<file path="src/rtl/bit_serializer.sv">
// bit_serializer: parallel-to-serial shifter with a clock-enable strobe for a downstream shift register
module bit_serializer #(
    parameter int WIDTH     = 8,
    parameter int DIV       = 4,
    parameter bit LSB_FIRST = 1'b0
) (
    input  logic             CLK,
    input  logic             R,
    input  logic [WIDTH-1:0] DIN,
    input  logic             LOAD,
    output logic             READY,
    output logic             SO,
    output logic             SCE,
    output logic             BUSY,
    output logic             DONE
);
    localparam int DW = DIV > 1 ? $clog2(DIV) : 1;
    localparam int BW = $clog2(WIDTH);
    localparam logic [DW-1:0] DIV_MAX = DW'(DIV - 1);
    localparam logic [BW-1:0] BIT_MAX = BW'(WIDTH - 1);

    typedef enum logic {IDLE, SHIFT} state_t;

    state_t           r_state, w_state_nxt;
    logic [DW-1:0]    r_div, w_div_nxt;
    logic [BW-1:0]    r_bit;
    logic [WIDTH-1:0] r_sh, w_sh_nxt;
    logic             r_sce, r_done;
    logic             w_accept, w_last;

    assign w_accept  = (r_state == IDLE) && LOAD;
    assign w_last    = (r_state == SHIFT) && r_sce && (r_bit == BIT_MAX);
    assign w_div_nxt = (r_div == DIV_MAX) ? '0 : r_div + 1'b1;
    // Zero fill means the register is already empty after the last bit, so SO drops to 0 on its own
    assign w_sh_nxt  = LSB_FIRST ? {1'b0, r_sh[WIDTH-1:1]} : {r_sh[WIDTH-2:0], 1'b0};

    // State register
    always_ff @(posedge CLK) begin
        r_state <= R ? IDLE : w_state_nxt;
    end

    // Next state: leave IDLE on an accepted word, return after the strobe of the final bit
    always_comb begin
        w_state_nxt = w_accept ? SHIFT : w_last ? IDLE : r_state;
    end

    // Outputs: status decodes the state register, data and strobes come straight from registers
    always_comb begin
        READY = (r_state == IDLE);
        BUSY  = (r_state == SHIFT);
        SO    = LSB_FIRST ? r_sh[0] : r_sh[WIDTH-1];
        SCE   = r_sce;
        DONE  = r_done;
    end

    // Datapath: capture, bit-period divider, strobe one cycle ahead of the wrap, shift on each strobe
    always_ff @(posedge CLK) begin
        if (R) begin
            r_sh   <= '0;
            r_div  <= '0;
            r_bit  <= '0;
            r_sce  <= 1'b0;
            r_done <= 1'b0;
        end else if (w_accept) begin
            r_sh   <= DIN;
            r_div  <= '0;
            r_bit  <= '0;
            r_sce  <= (DIV == 1);
            r_done <= 1'b0;
        end else if (r_state == SHIFT) begin
            r_div  <= w_div_nxt;
            r_done <= w_last;
            r_sce  <= !w_last && (w_div_nxt == DIV_MAX);
            if (r_sce) begin
                r_sh  <= w_sh_nxt;
                r_bit <= w_last ? '0 : r_bit + 1'b1;
            end
        end else begin
            r_sce  <= 1'b0;
            r_done <= 1'b0;
        end
    end
endmodule
</file>
<file path="config.mk">
export PLATFORM = sky130hd
export DESIGN_NAME = bit_serializer
export DESIGN_NICKNAME = d
export VERILOG_FILES = /design/src/rtl/bit_serializer.sv
export SDC_FILE = /design/constraint.sdc
export NUM_CORES = 1
export LEC_CHECK = 0
export CAP_MARGIN = 10
export CORE_ASPECT_RATIO = 0.9
export CORE_UTILIZATION = 50
export CTS_BUF_LIST = sky130_fd_sc_hd__clkbuf_8
export CTS_CLUSTER_DIAMETER = 150
export DETAILED_ROUTE_END_ITERATION = 8
export PLACE_DENSITY = 0.84
export SYNTH_ARGS = -nofsm -noshare
export SYNTH_HDL_FRONTEND = slang
export SYNTH_SLANG_ARGS = --single-unit
</file>
<file path="constraint.sdc">
create_clock -name CLK -period 1.51 [get_ports CLK]
set_input_delay 0.302 -clock CLK [delete_from_list [all_inputs] [get_ports CLK]]
set_output_delay 0.302 -clock CLK [all_outputs]
set_load 0.1 [all_outputs]
</file>
==> summary.txt, run 1 <==
Global routing
  – Largest net degree at the start of global routing: 19
  – First-pass GRT wire length: 2350 um
  – Gr ovfl total: 0
  – Initial antenna violation count: 0
  – Vias in the first global route: 564
  – GRT Total Usage: 20.4%

Setup path
  – Crit-path max FO: 9
  – Critical Path AT: 1.46 ns
  – Startpoint types: input port
  – CP required: 1.63 ns
  – WS Path Type: input port to flop
  – Worst path max stage delay: 0.51 ns
  – Worst path top cell family by delay: buffers and inverters
  – Slowest CP cell: clkdlybuf4s50_1
  – Critical Path End Type: flop
  – Buffers & Inverters on Critical Path: 2
  – Crit-path cells: clkdlybuf4s50_1 -> nor2b_4 -> buf_12 -> mux2i_1 -> a211oi_1

Yosys
  – Syn Nets: 88
  – Warnings, synthesis: 0
  – Post-Syn Area: 729 um^2
  – Mapped Cells: 73
  – Synth Register Bits: 16
  – Distinct cell type count after synthesis: 20
  – Avg Cell Area, Syn: 9.99 um^2
  – Seq/Total Area, Yosys: between 40 and 50%

Detailed routing
  – DRT Wirelength: around 1400 um
  – Post-route ant nets: 0
  – Initial DRC Count: 4
  – Drt drc: 0
  – Wire per inst: 13.8 um
  – Via count: approximately 570
  – Post-DR vias/cell: approximately 5.5
  – DR pass1 iterations: 3

Final layout
  – Commonest non-fill, non-tap cells in the layout: dfxtp_1 (14), nor2_1 (13), mux2i_1 (10), clkdlybuf4s50_1 (10), a211oi_1 (8)
  – Share of post-route cells with drive strength above 1: between 15 and 20%
  – # diodes: 0
  – Commonest non-fill, non-tap cell in the layout: dfxtp_1
  – Fill cells: slightly below 90
  – Cell area after layout: 1010 um^2
  – Syn-to-layout area delta: 38.4%
  – Nets: 107

Clock tree
  – TritonCTS Buffers: 3
  – Clock transition at path regs: ~0.060 ns
  – TritonCTS clock tree: built
  – Cts hold-fix bufs: 0
  – Root buf cell: clkbuf_8
  – Cts repair resizes: 0
  – Later-pin clock latency in the skew report: 0.25 ns
  – CTS H-tree depth: 1
  – Clock buffer depth: 2
  – Post-CTS setup buffer count: 0
  – Clk sinks: 16

Power
  – P per Cell Area: 1010 nW/um^2
  – Leak: around 0.44 nW
  – Maximum VDD drop: approximately 0.87 mV

Timing
  – Worst setup margin: approximately 0.17 ns
  – Hold Fails Final Rpt: 0
  – RSZ-0062 raised after global routing: false
  – F_max: 746 MHz
  – Part of the cycle the worst path needs: slightly below 90%
  – Setup Skew: about 0.0012 ns
  – Final setup vio count: 0
  – Slew HR: 78.6%
  – Slew @ Worst Pin: 0.320 ns
  – Tmin final: 1.34 ns
  – Final slew viol count: 0

Flow run
  – MaxCap Viol Count: 0

Placement
  – Input/output buffers: 15
  – Gpl congestion: between 0.7 and 0.8
  – Placed Area: 955 um^2
  – Worst slack, placed: -0.0809 ns
  – Hpwl dp: 1050 um

Floorplan
  – Die height: 38.2 um
  – Width of the die: 42.3 um
  – Starting density of the core: 56.5%
  – Die area: 1620 um^2
  – Cell row count: 12
  – Top-level port count: 16
  – Total core area: 1290 um^2

Run status
  – Outcome: complete, no violations

Hold path
  – Worst Hold Class: flop to flop
## report_power, final
part | internal [mW] | switching [mW]
Clock | 0.231 | 0.145
Sequential | 0.442 | 0.0217
Combinational | 0.0902 | 0.0914
Total | 0.763 | 0.258
## worst min-delay path, stage by stage, from the launching register on
cell and delay (ns):
dfxtp_1 0.31, nor2_1 0.09, a211oi_1 0.05
## through the flow
step	cells	TNS [ns]	util, %	total power [mW]	hold slack (ns)
detailed placement	101	-0.412	73.9	0.653	0.492
global placement	101	0	73.9	0.648	0.485
CTS	105	0	78.2	1.03	0.497
floorplan	73	-0.0960	-	0.582	0.475
finish	105	0	78.2	1.02	0.495
global route	105	0	78.2	1.06	0.534
## Yosys cell counts
master	n	area (um^2)
a211oi_1	8	60.1
a21oi_1	3	15.0
and4b_1	1	10.0
buf_12	1	20.0
buf_2	1	5.00
buf_6	1	11.3
clkbuf_1	2	7.51
dfxtp_1	16	320
ha_1	4	50.1
inv_1	2	7.51
mux2i_1	10	100
nand2_1	1	3.75
nand2_2	1	6.26
nand2b_1	1	6.26
nand3_1	1	5.00
nor2_1	13	48.8
nor2b_4	1	13.8
nor3_1	3	15.0
nor3b_1	2	15.0
o22a_1	1	8.76
## per-layer routing
layer,wire (um),part of all wire [%],up-vias,GRT usage [%]
li1,-,-,295,-
met1,643,44,266,22.2
met5,0,0,-,0
met2,723,50,11,36.9
met4,22,1.5,0,7.81
met3,59,4.1,2,7.08
## layout make-up
type / instances / area [um^2] / share of cell area [%]
inverter: 2 / 11.3 / 1.12
multi-input combinational: 50 / 358 / 35.4
timing repair buffer: 19 / 243 / 24.0
clock buffer: 4 / 55.1 / 5.45
sequential: 16 / 325 / 32.2
tap: 14 / 17.5 / 1.73
## worst paths after layout
check                           startpoint       end  slack (ns)  cells past startpoint
worst max-delay path                  LOAD   r_sh[2]        0.17                      5
worst min-delay path               r_sh[3]   r_sh[4]        0.50                      2
worst max register to register    r_bit[0]  r_bit[2]        0.27                      5
worst min register to register     r_sh[3]   r_sh[4]        0.50                      2
## flip-flops by register name, indices dropped and copies added (netlist names)
name / cells
r_sh: 8
r_bit: 3
r_div: 2
BUSY: 1
DONE: 1
SCE: 1
## kinds of logic (layout without fill, tap and decap cells)
| group | after synthesis | after routing | synth area share (%) |
|---|---|---|---|
| fa+ha+maj | 4 | 4 | 6.86 |
| simple gates | 24 | 24 | 17.0 |
| buf+inv | 7 | 25 | 7.03 |
| compound gates | 12 | 12 | 11.5 |
| mux | 10 | 10 | 13.7 |
| flops | 16 | 16 | 43.9 |
Note: power is estimated with default switching activity, not from simulation.
==> run 2: changes to the inputs <==
- GPL_ROUTABILITY_DRIVEN: not set -> 0
- REMOVE_ABC_BUFFERS: not set -> 1
==> summary.txt, run 2 (synthesis gave the netlist of run 1 again) <==
Run status
  – Outcome: complete, no violations

Hold path
  – Worst Hold Class: flop to flop
  – Hold path depth: 2 (unchanged)

Setup path
  – Critical Path AT: 1.09 ns (-0.37 ns)
  – WS Path Type: flop to primary output
  – Buffers & Inverters on Critical Path: 2 (unchanged)
  – Startpoint types: flop
  – Worst r2r path cells: 5 (unchanged)
  – Crit-path cells: buf_4 -> buf_12
  – Slowest CP cell: dfxtp_1
  – Critical Path End Type: primary output
  – CP required: 1.21 ns (-0.42 ns)
  – CP Depth: 2 (-3)
  – Crit-path max FO: 6 (-3)
  – Worst path max stage delay: 0.47 ns (-0.04 ns)
  – Worst path top cell family by delay: flip-flops

Timing
  – Final setup vio count: 0 (unchanged)
  – Hold Fails Final Rpt: 0 (unchanged)
  – Tmin final: 1.40 ns (+0.0570 ns)
  – F_max: 716 MHz (-4.1%)
  – RSZ-0062 raised after global routing: false
  – Part of the cycle the worst path needs: 92.5% (+3.8 points)
  – Slew @ Worst Pin: 0.333 ns (+0.0129 ns)
  – Final slew viol count: 0 (unchanged)
  – Setup Skew: 0.000740 ns (-0.000502 ns)
  – Slew HR: 77.7% (-0.87 points)
  – Worst setup margin: 0.113 ns (-0.0570 ns)

Placement
  – Hpwl dp: 905 um (-14%)
  – Worst slack, placed: -0.00523 ns (+0.0757 ns)
  – Input/output buffers: 15 (unchanged)

Clock tree
  – Root buf cell: clkbuf_8
  – Clock buffer depth: 2 (unchanged)
  – CTS H-tree depth: 1 (unchanged)
  – Post-CTS setup buffer count: 0 (unchanged)
  – TritonCTS clock tree: built
  – Clk sinks: 16 (unchanged)
  – Cts repair resizes: 0 (unchanged)
  – Cts hold-fix bufs: 0 (unchanged)
  – TritonCTS Buffers: 3 (unchanged)
  – Clock transition at path regs: 0.06 ns (about the same)
  – Later-pin clock latency in the skew report: 0.24 ns (about the same)

Floorplan
  – Total core area: 1290 um^2 (unchanged)
  – Top-level port count: 16 (unchanged)
  – Cell row count: 12 (unchanged)
  – Die area: 1620 um^2 (unchanged)
  – Die height: 38.2 um (unchanged)
  – Width of the die: 42.3 um (unchanged)
  – Starting density of the core: 56.5% (unchanged)

Final layout
  – Fill cells: 77 (-11%)
  – Nets: 108 (+0.93%)
  – Layout Utilization: 79.1% (+0.87 points)
  – Commonest non-fill, non-tap cells in the layout: dfxtp_1 (16), nor2_1 (13), mux2i_1 (10), clkdlybuf4s50_1 (10), a211oi_1 (8)
  – Largest reg by FF count: r_sh
  – Largest registers: r_sh x8, r_bit x3, r_div x2
  – # diodes: 0 (unchanged)
  – Syn-to-layout area delta: 40.0%
  – Share of post-route cells with drive strength above 1: 17.4% (-2.4 points)
  – Number of flip-flops in the largest register: 8 (unchanged)
  – Commonest non-fill, non-tap cell in the layout: dfxtp_1

Power
  – Tot Pwr: 1.02 mW (-0.18%)
  – Leak: 0.447 nW (+2.6%)
  – P per Cell Area: 999 nW/um^2 (-1.3%)
  – Maximum VDD drop: 0.707 mV (-18%)

Detailed routing
  – Drt drc: 0 (unchanged)
  – DR pass1 iterations: 4 (+1)
  – Wire per inst: 12.5 um (-9.1%)
  – Post-DR vias/cell: 5.24 (-4.2%)
  – Via count: 555 (-3.3%)
  – DRT Wirelength: 1330 um (-8.3%)
  – Initial DRC Count: 4 (unchanged)
  – Post-route ant nets: 0 (unchanged)

Global routing
  – Vias in the first global route: 534 (-5.3%)
  – GRT Total Usage: 19.1% (-1.2 points)
  – Gr ovfl total: 0 (unchanged)
  – Largest net degree at the start of global routing: 19 (unchanged)
  – Initial antenna violation count: 0 (unchanged)
  – First-pass GRT wire length: 2170 um (-7.7%)

Flow run
  – MaxCap Viol Count: 0 (unchanged)
[run 2: cell types whose count changed in the layout (fill, tap and decap cells not counted), sizes merged]
cell	before	now
inv	1	2
buf	9	10
clkinvlp	1	0
[run 2: report_power, final]
part	total [mW]	switching (mW)	internal, mW
Clock	0.372	0.141	0.231
Combinational	0.191	0.0946	0.0959
Sequential	0.457	0.0152	0.442
Total	1.02	0.251	0.769
[run 2: path summary, 6_finish.rpt]
check | start | endpoint | slack [ns]
hold / removal | r_sh[4] | r_sh[5] | 0.50
hold reg to reg | r_sh[4] | r_sh[5] | 0.50
setup / recovery | BUSY | BUSY | 0.11
setup reg to reg | r_bit[0] | r_bit[2] | 0.25
[run 2: stage by stage]
| step | std cells | TNS, ns | hold slack, ns | instance area [um^2] |
|---|---|---|---|---|
| floorplan | 68 | -6.27 | 0.374 | 686 |
| global placement | 102 | 0 | 0.485 | 966 |
| detailed placement | 102 | -0.00982 | 0.494 | 966 |
| CTS | 106 | 0 | 0.500 | 1020 |
| global route | 106 | 0 | 0.523 | 1020 |
| finish | 106 | 0 | 0.500 | 1020 |
[run 2: layer usage]
layer  global-route usage (%)  up-vias  part of all wire, %
met4                     14.1        0                 0.75
li1                         -      296                    -
met2                     34.2       10                   47
met5                        0        -                    0
met1                     21.0      247                   48
met3                     2.83        2                  4.4
[run 2: final cells by class]
cell class | instances | area, um^2 | share of cell area (%)
Multi-Input combinational cell | 50 | 358 | 35.0
Sequential cell | 16 | 320 | 31.4
Timing Repair Buffer | 20 | 263 | 25.7
Clock buffer | 4 | 55.1 | 5.39
Tap cell | 14 | 17.5 | 1.72
Inverter | 2 | 7.51 | 0.735
[run 2: tightest hold or removal path, stage by stage (launching register included)]
cell and delay, ns:
dfxtp_1 0.31, nor2_1 0.10, a211oi_1 0.05
==> run 3: changes to the inputs <==
- ABC_CLOCK_PERIOD_IN_PS: not set -> 1510
- CAP_MARGIN: 10 -> 20
==> results of run 3 <==
The final DEF is identical to that of run 2; final timing and power are the same.
